==> src/rtl/mem_dreq_ctrl.sv <==
// MEM-stage data SRAM request controller: one outstanding load/store, flush-aware cancellation.
// Optional DREQ_RDATA_BUF_EN adds a DONE state that buffers load data until WB accepts.
module mem_dreq_ctrl (
  input  logic        clk,
  input  logic        rst,
  input  logic        ms_valid,
  input  logic        ms_mem_req,
  input  logic        ms_we,
  input  logic [1:0]  ms_size,
  input  logic [31:0] ms_addr,
  input  logic [31:0] ms_wdata,
  input  logic [3:0]  ms_wstrb,
  input  logic        ms_ex,
  input  logic        flush,
  input  logic        ws_allowin,
  output logic        data_sram_req,
  output logic        data_sram_wr,
  output logic [1:0]  data_sram_size,
  output logic [31:0] data_sram_addr,
  output logic [31:0] data_sram_wdata,
  output logic [3:0]  data_sram_wstrb,
  input  logic        data_sram_addr_ok,
  input  logic        data_sram_data_ok,
  input  logic [31:0] data_sram_rdata,
  output logic        mem_ready_go,
  output logic [31:0] mem_dram_rdata
);

`ifdef DREQ_RDATA_BUF_EN
  typedef enum logic [2:0] {S_IDLE, S_REQ, S_WAIT, S_DONE, S_CANCEL} state_t;
`else
  typedef enum logic [2:0] {S_IDLE, S_REQ, S_WAIT, S_CANCEL} state_t;
`endif

  state_t state_q, state_d;
  logic   issue;
  logic   req_c;
  logic   ready_c;

  assign issue = ms_valid & ms_mem_req & ~ms_ex & ~flush;

  always_comb begin
    state_d = state_q;
    req_c   = 1'b0;
    ready_c = 1'b0;
    case (state_q)
      S_IDLE: begin
        ready_c = ms_valid & (~ms_mem_req | ms_ex);
        if (issue) begin
          req_c   = 1'b1;
          state_d = data_sram_addr_ok ? S_WAIT : S_REQ;
        end
      end
      S_REQ: begin
        req_c = 1'b1;
        if (data_sram_addr_ok) state_d = flush ? S_CANCEL : S_WAIT;
        else if (flush)        state_d = S_IDLE;
      end
      S_WAIT: begin
        if (data_sram_data_ok) begin
          if (flush) state_d = S_IDLE;
          else begin
`ifdef DREQ_RDATA_BUF_EN
            state_d = S_DONE;
`else
            ready_c = 1'b1;
            state_d = S_IDLE;
`endif
          end
        end else if (flush) begin
          state_d = S_CANCEL;
        end
      end
`ifdef DREQ_RDATA_BUF_EN
      S_DONE: begin
        ready_c = 1'b1;
        if (ws_allowin | flush) state_d = S_IDLE;
      end
`endif
      S_CANCEL: begin
        // response of a flushed instruction is swallowed here
        if (data_sram_data_ok) state_d = S_IDLE;
      end
      default: state_d = S_IDLE;
    endcase
  end

  always_ff @(posedge clk) begin
    if (rst) state_q <= S_IDLE;
    else     state_q <= state_d;
  end

`ifdef DREQ_RDATA_BUF_EN
  logic [31:0] rdata_q;

  always_ff @(posedge clk) begin
    if (rst) rdata_q <= '0;
    else if (state_q == S_WAIT && data_sram_data_ok && !flush) rdata_q <= data_sram_rdata;
  end

  assign mem_dram_rdata = rst ? '0 : rdata_q;
`else
  logic unused_ws_allowin;
  assign unused_ws_allowin = ws_allowin;
  assign mem_dram_rdata    = rst ? '0 : data_sram_rdata;
`endif

  assign data_sram_req   = req_c & ~rst;
  assign mem_ready_go    = ready_c & ~rst;
  assign data_sram_wr    = ms_we;
  assign data_sram_size  = ms_size;
  assign data_sram_addr  = ms_addr;
  assign data_sram_wdata = ms_wdata;
  assign data_sram_wstrb = ms_we ? ms_wstrb : '0;

endmodule

==> config.mk <==
export PLATFORM = sky130hd
export DESIGN_NAME = mem_dreq_ctrl
export DESIGN_NICKNAME = d
export VERILOG_FILES = /design/src/rtl/mem_dreq_ctrl.sv
export SDC_FILE = /design/constraint.sdc
export NUM_CORES = 1
export LEC_CHECK = 0
export CAP_MARGIN = 20
export CORE_ASPECT_RATIO = 0.8
export CORE_MARGIN = 2
export CORE_UTILIZATION = 15
export DETAILED_ROUTE_END_ITERATION = 7
export PLACE_DENSITY = 0.76
export SLEW_MARGIN = 10
export SYNTH_ARGS = -nofsm -noshare
export SYNTH_HDL_FRONTEND = slang
export SYNTH_SLANG_ARGS = --single-unit
==> constraint.sdc <==
create_clock -name clk -period 1 [get_ports clk]
set_clock_uncertainty 0.1 [all_clocks]
set_input_delay 0.2 -clock clk [delete_from_list [all_inputs] [get_ports clk]]
set_output_delay 0.2 -clock clk [all_outputs]
set_load 0.01 [all_outputs]
==> results of run 1 <==
power by group through the flow:
stage	registers [W]	clock network (W)	logic, W
2_1_floorplan	0.0000865	0	0.000417
3_3_place_gp	0.0000857	0	0.000519
3_5_place_dp	0.0000858	0	0.000521
4_1_cts	0.0000850	0.000322	0.000566
5_1_grt	0.0000849	0.000337	0.000654
6_report	0.0000847	0.000313	0.000610
cell type report:
type / count / area, sq um / area share, %
timing repair buffer: 105 / 996 / 58.3
multi-input combinational: 53 / 523 / 30.6
tap: 81 / 101 / 5.93
sequential: 2 / 42.5 / 2.49
clock buffer: 3 / 41.3 / 2.42
inverter: 1 / 3.75 / 0.220
kinds of logic after synthesis:
| kind of cell | Yosys count |
|---|---|
| buffers and inverters | 71 |
| and+or+nand+nor | 48 |
| AOI/OAI and AO/OA | 5 |
| DFF | 2 |
cell usage in the layout, fill, tap and decap left out, types with 2 or more instances in the layout:
cell              n
and2_1            3
buf_12            4
buf_2            19
buf_4             6
buf_6            29
buf_8             3
clkbuf_2          2
clkbuf_8          3
clkdlybuf4s15_1   3
dfxtp_2           2
dlygate4sd2_1    37
nor2b_1          13
nor2b_4          20
nor3_2            2
timing repair:
item | CTS | global route
setup buffers | 13 | 3
resized for setup | 255 | 41
pin swaps | 9 | 6
setup endpoints to repair | 41 | 41
gates cloned | 3 | 0
synth_stat cells:
cell / instances / area (sq um)
or3b_1: 1 / 8.76
o21a_1: 1 / 7.51
nand2b_1: 1 / 6.26
and2_1: 4 / 25.0
dfxtp_1: 2 / 40.0
a211oi_1: 1 / 7.51
nor3_2: 2 / 20.0
nor3_1: 1 / 5.00
o22ai_1: 1 / 6.26
and4bb_1: 1 / 12.5
o31a_1: 1 / 8.76
buf_2: 3 / 15.0
nor2_1: 2 / 7.51
nor2b_1: 33 / 206
buf_4: 67 / 503
nand2_1: 1 / 3.75
and2b_1: 1 / 7.51
and3b_1: 1 / 8.76
o32a_1: 1 / 10.0
inv_1: 1 / 3.75
worst max-delay path: cells and delay by family (launching register included):
family,cells,cell delay [ns]
buf+inv,1,0.15
compound gates,1,0.33
simple gates,1,0.11
flops,1,0.32
through the flow:
stage	TNS, ns	utilization, %	instances	area (sq um)	hold slack, ns
6_report	-4.00	28.9	245	1710	0.300
5_1_grt	-5.14	28.9	245	1710	0.300
4_1_cts	-5.45	27.1	247	1600	0.300
3_5_place_dp	-33.41	23.7	228	1400	0.300
3_3_place_gp	-33.32	23.7	228	1400	0.300
2_1_floorplan	-0.224	-	126	916	0.285
worst paths after layout:
| kind | startpoint | to | slack (ns) | cells after the start |
|---|---|---|---|---|
| hold reg to reg | state_q[0]$_SDFFE_PP0P_ | state_q[1]$_SDFFE_PP0P_ | 0.56 | 3 |
| hold / removal | ms_addr[16] | data_sram_addr[16] | 0.30 | 0 |
| setup reg to reg | state_q[1]$_SDFFE_PP0P_ | state_q[1]$_SDFFE_PP0P_ | -0.21 | 4 |
| setup / recovery | state_q[1]$_SDFFE_PP0P_ | mem_ready_go | -0.41 | 3 |
metal layers:
metal,global-route usage [%],up-vias,routed length [microns]
met5,0,-,0
met4,3.54,0,44
met3,7.28,10,532
met2,16.5,82,1760
met1,9.37,375,1110
li1,-,401,-
==> impl_metrics.env, run 1 <==
export IMPL_status="complete, but fails checks"
export IMPL_failed_checks="setup timing"
export IMPL_worst_pin_slew_ns=0.184
export IMPL_ios=217
export IMPL_synth_xor_area_share_pct=0
export IMPL_synth_top_family_by_area="buffers and inverters"
export IMPL_num_rows=25
export IMPL_swShare_pct=28.0
export IMPL_place_ws_ns=-1.08
export IMPL_netlist_cell_type_count=20
export IMPL_fin_crit_sh_pct=141
export IMPL_diodes=0
export IMPL_layout_nets=278
export IMPL_clock_fmax_mhz=709
export IMPL_post_drt_wl_per_cell_microns=14.1
export IMPL_max_stage_delay_ns=0.33
export IMPL_clockPowerShare_pct=31.0
export IMPL_cts_hold_buf=0
export IMPL_vias=868
export IMPL_drt_total_wl_microns=3450
export IMPL_syn_cell_area_sq_um=913
export IMPL_synth_avg_cell_area_sq_um=7.25
export IMPL_setup_violations=36
export IMPL_remaining_drc_errors=0
export IMPL_gp_congestion=0.731
export IMPL_root_buffer="clkbuf_8"
export IMPL_dieArea_sq_um=6730
export IMPL_hold_viol=0
export IMPL_max_slew_margin_rel_pct=87.7
export IMPL_drt_pass1_iter_count=2
export IMPL_die_h_microns=73.8
export IMPL_fill_cells=625
export IMPL_vdd_ir_drop_max_uv=214
export IMPL_top_regs="state_q x2"
export IMPL_grt_max_degree=6
export IMPL_start_kind="flip-flop"
export IMPL_port_buffers=83
export IMPL_worstPathRequired_ns=0.70
export IMPL_p_per_area_nw_per_um2=590
export IMPL_clk_latency_ns=0.21
export IMPL_grt_overflow=0
export IMPL_pwr_share_comb_pct=60.6
export IMPL_power_switching_w=0.000282
export IMPL_ys_warn_count=0
export IMPL_ys_ff_latch=2
export IMPL_h_tree_depth=1
export IMPL_drt_iter0_drc=19
export IMPL_area_growth_syn_to_layout_pct=87.0
export IMPL_cp_slowest_cell="o32a_1"
export IMPL_drtAntennaViolNets=0
export IMPL_min_period_ns=1.41
export IMPL_antenna_found_initial=0
export IMPL_maxCapViolations=0
export IMPL_grt_usage_pct=9.78
export IMPL_internal_power_w=0.000726
export IMPL_critPathKind="reg2out"
export IMPL_hold_class="in2out"
export IMPL_synthCells=126
export IMPL_cts_buffers=3
export IMPL_top_register="state_q"
export IMPL_leakagePower_nw=0.873
export IMPL_clock_path_buffers=2
export IMPL_drive_above_1_share_pct=57.9
export IMPL_synthAdderAreaFrac_pct=0
export IMPL_core_sq_um=5910
export IMPL_p_total_w=0.00101
export IMPL_path_clk_slew_ns=0.03
export IMPL_synth_compound_area_share_pct=4.38
export IMPL_critical_path_max_fanout=3
export IMPL_rsz0062_at_grt="yes"
export IMPL_die_w_microns=91.2
export IMPL_endpoint_kind="output port"
export IMPL_cts_sinks=2
export IMPL_tritoncts="done"
export IMPL_arrival_ns=1.11
export IMPL_synthSimpleGateAreaFrac_pct=34.1
export IMPL_viasPerCell=3.54
export IMPL_initial_core_util_pct=15.4
export IMPL_grt_first_pass_wirelength_microns=5060
export IMPL_layout_setup_ws_ns=-0.410
export IMPL_dp_final_hpwl_microns=2700
export IMPL_largest_reg_flops=2
export IMPL_seqPwrFrac_pct=8.4
export IMPL_maxSlewViolCount=0
export IMPL_synth_nets=238
export IMPL_crit_chain="o32a_1 > nor3_2 > buf_2"
export IMPL_synth_sequential_area_ratio_pct=4.38
export IMPL_synthMuxAreaShare_pct=0
export IMPL_grt_pass1_vias=1002
(Power assumes the default switching activity.)
==> run 2, diff against run 1 <==
--- a/config.mk
+++ b/config.mk
@@ -7,9 +7,10 @@
 export LEC_CHECK = 0
 export CAP_MARGIN = 20
 export CORE_ASPECT_RATIO = 0.8
-export CORE_MARGIN = 2
+export CORE_MARGIN = 3
 export CORE_UTILIZATION = 15
 export DETAILED_ROUTE_END_ITERATION = 7
+export GPL_TIMING_DRIVEN = 1
 export PLACE_DENSITY = 0.76
 export SLEW_MARGIN = 10
 export SYNTH_ARGS = -nofsm -noshare
==> run 2 against run 1 <==
Net effect:
- the flow still finishes with violations (setup timing)
- core utilization fell by 1.3 points
- design area fell by 8.2%
- die area rose by 5.0%
- via count down 2.5%
- count of clock-buffer cells in the layout is the same
- clock power increased by 2%
- non-clock buffer count is 8 lower
- hold slack worse by 0.038 ns
- register-to-register slack worse by 0.16 ns
- critical path type unchanged
- largest cell class unchanged
==> impl_metrics.env, run 2 (synthesis gave the netlist of run 1 again) <==
export IMPL_status="complete, but fails checks"
export IMPL_failed_checks="setup timing"
export IMPL_layout_setup_ws_ns=-0.399
export IMPL_cp_slowest_cell="o32a_1"
export IMPL_leakagePower_nw=0.799
export IMPL_port_buffers=83
export IMPL_routed_top_layer="met4"
export IMPL_critPathKind="reg2out"
export IMPL_vias=846
export IMPL_dieArea_sq_um=7070
export IMPL_final_common_cell="dlygate4sd2_1"
export IMPL_gp_congestion=0.730
export IMPL_maxCapViolations=0
export IMPL_clk_latency_ns=0.21
export IMPL_max_slew_margin_rel_pct=82.8
export IMPL_clock_fmax_mhz=715
export IMPL_drive_above_1_share_pct=51.9
export IMPL_rrSetupSlack_ns=-0.37
export IMPL_reg2reg_from="state_q[1]$_SDFFE_PP0P_"
export IMPL_instances_no_fill=234
export IMPL_placed_cells=223
export IMPL_place_ws_ns=-1.01
export IMPL_largest_reg_flops=2
export IMPL_remaining_drc_errors=0
export IMPL_hold_viol=0
export IMPL_diodes=0
export IMPL_fin_crit_sh_pct=140
export IMPL_met3_length_microns=403
export IMPL_crit_family="compound AO/OA/AOI/OAI gates"
export IMPL_cts_buffers=3
export IMPL_critPathCapture="mem_ready_go"
export IMPL_core_sq_um=5680
export IMPL_fill_cells=633
export IMPL_path_clk_slew_ns=0.03
export IMPL_layout_nets=270
export IMPL_regToRegEndpoint="state_q[1]$_SDFFE_PP0P_"
export IMPL_die_w_microns=93.2
export IMPL_critPathLaunch="state_q[1]$_SDFFE_PP0P_"
export IMPL_route_met2_wl_microns=1770
export IMPL_endpoint_kind="output port"
export IMPL_setup_violations=18
export IMPL_drt_iter0_drc=17
export IMPL_grt_first_pass_wirelength_microns=5060
export IMPL_vdd_ir_drop_max_uv=181
export IMPL_path_depth=3
export IMPL_dp_final_hpwl_microns=2630
export IMPL_drtAntennaViolNets=0
export IMPL_hold_class="in2reg"
export IMPL_h_tree_depth=1
export IMPL_viasPerCell=3.62
export IMPL_rsz0062_at_grt="yes"
export IMPL_grt_max_degree=9
export IMPL_cp_buffers_inverters=1
export IMPL_initial_core_util_pct=16.1
export IMPL_start_kind="flip-flop"
export IMPL_cts_sinks=2
export IMPL_fin_setup_tns_ns=-1.80
export IMPL_arrival_ns=1.10
export IMPL_grt_overflow=0
export IMPL_top_register="state_q"
export IMPL_top_regs="state_q x2"
export IMPL_ff2ff_path_depth=5
export IMPL_die_h_microns=75.8
export IMPL_max_stage_delay_ns=0.33
export IMPL_worst_pin_slew_ns=0.257
export IMPL_maxSlewViolCount=0
export IMPL_root_buffer="clkbuf_8"
export IMPL_critical_path_max_fanout=3
export IMPL_final_cell_mix="39 x dlygate4sd2_1, 24 x buf_6, 20 x buf_2"
export IMPL_wirelength_met1_microns=1230
export IMPL_cts_hold_buf=0
export IMPL_grt_pass1_vias=883
export IMPL_worstPathRequired_ns=0.70
export IMPL_post_drt_wl_per_cell_microns=14.9
export IMPL_drt_total_wl_microns=3480
export IMPL_p_per_area_nw_per_um2=609
export IMPL_tritoncts="done"
export IMPL_crit_chain="o32a_1 > nor3_2 > buf_2"
export IMPL_drt_pass1_iter_count=4
export IMPL_min_period_ns=1.40
export IMPL_clock_path_buffers=2
export IMPL_ios=217
export IMPL_grt_usage_pct=9.42
export IMPL_antenna_found_initial=0
export IMPL_num_rows=24
export IMPL_area_growth_syn_to_layout_pct=71.6
run 2: cell count changes in the layout (fill, tap and decap cells not counted), sizes merged:
cell	delta
buf	-8
clkbuf	-2
clkdlybuf4s15	+1
dlygate4sd2	+2
dlymetal6s2s	-1
run 2: worst min path at each step:
stage / start / endpoint / slack [ns] / depth (start not counted)
5_1_grt: rst / state_q[0]$_SDFFE_PP0P_ / 0.28 / 3
3_3_place_gp: ms_addr[25] / data_sram_addr[25] / 0.30 / 0
3_5_place_dp: ms_addr[25] / data_sram_addr[25] / 0.30 / 0
6_report: rst / state_q[0]$_SDFFE_PP0P_ / 0.26 / 3
2_1_floorplan: rst / state_q[1]$_SDFFE_PP0P_ / 0.28 / 2
4_1_cts: rst / state_q[0]$_SDFFE_PP0P_ / 0.26 / 3
run 2: tightest hold or removal path, cell delays in order:
cell,delay (ns)
buf_12,0.12
buf_4,0.16
nor3_2,0.05
run 2: area by class of cell:
| class | count | area [sq um] | area share [%] |
|---|---|---|---|
| multi-input cells | 53 | 487 | 31.0 |
| clock buffers | 3 | 41.3 | 2.63 |
| inverters | 1 | 3.75 | 0.239 |
| well taps | 78 | 97.6 | 6.23 |
| repair buffers | 97 | 896 | 57.1 |
| flip-flops and latches | 2 | 42.5 | 2.71 |
run 2: per-layer routing:
metal / global-route usage (%) / vias to the layer above
met1: 10.4 / 395
met2: 14.4 / 46
li1: - / 389
met5: 0 / -
met3: 5.73 / 16
met4: 4.72 / 0
run 2: where the power goes:
part | internal [W] | total [W] | switching, W
clock | 0.000255 | 0.000320 | 0.0000655
sequential | 0.0000831 | 0.0000858 | 0.00000264
combinational | 0.000344 | 0.000549 | 0.000205
run 2: stage by stage:
step / utilization, % / power (W) / cell area (sq um) / hold WS [ns]
global placement: 24.2 / 0.000589 / 1370 / 0.300
floorplan: - / 0.000504 / 916 / 0.285
global route: 27.6 / 0.00101 / 1570 / 0.281
finish: 27.6 / 0.000955 / 1570 / 0.262
detailed placement: 24.2 / 0.000594 / 1370 / 0.300
CTS: 24.5 / 0.000889 / 1390 / 0.260
run 2: what timing repair did:
| item | in CTS | in global routing |
|---|---|---|
| cloned | 3 | 0 |
| setup buffers | 5 | 0 |
| endpoints found under the setup margin | 41 | 37 |
| gates resized for setup | 245 | 38 |
| pin swaps | 10 | 2 |
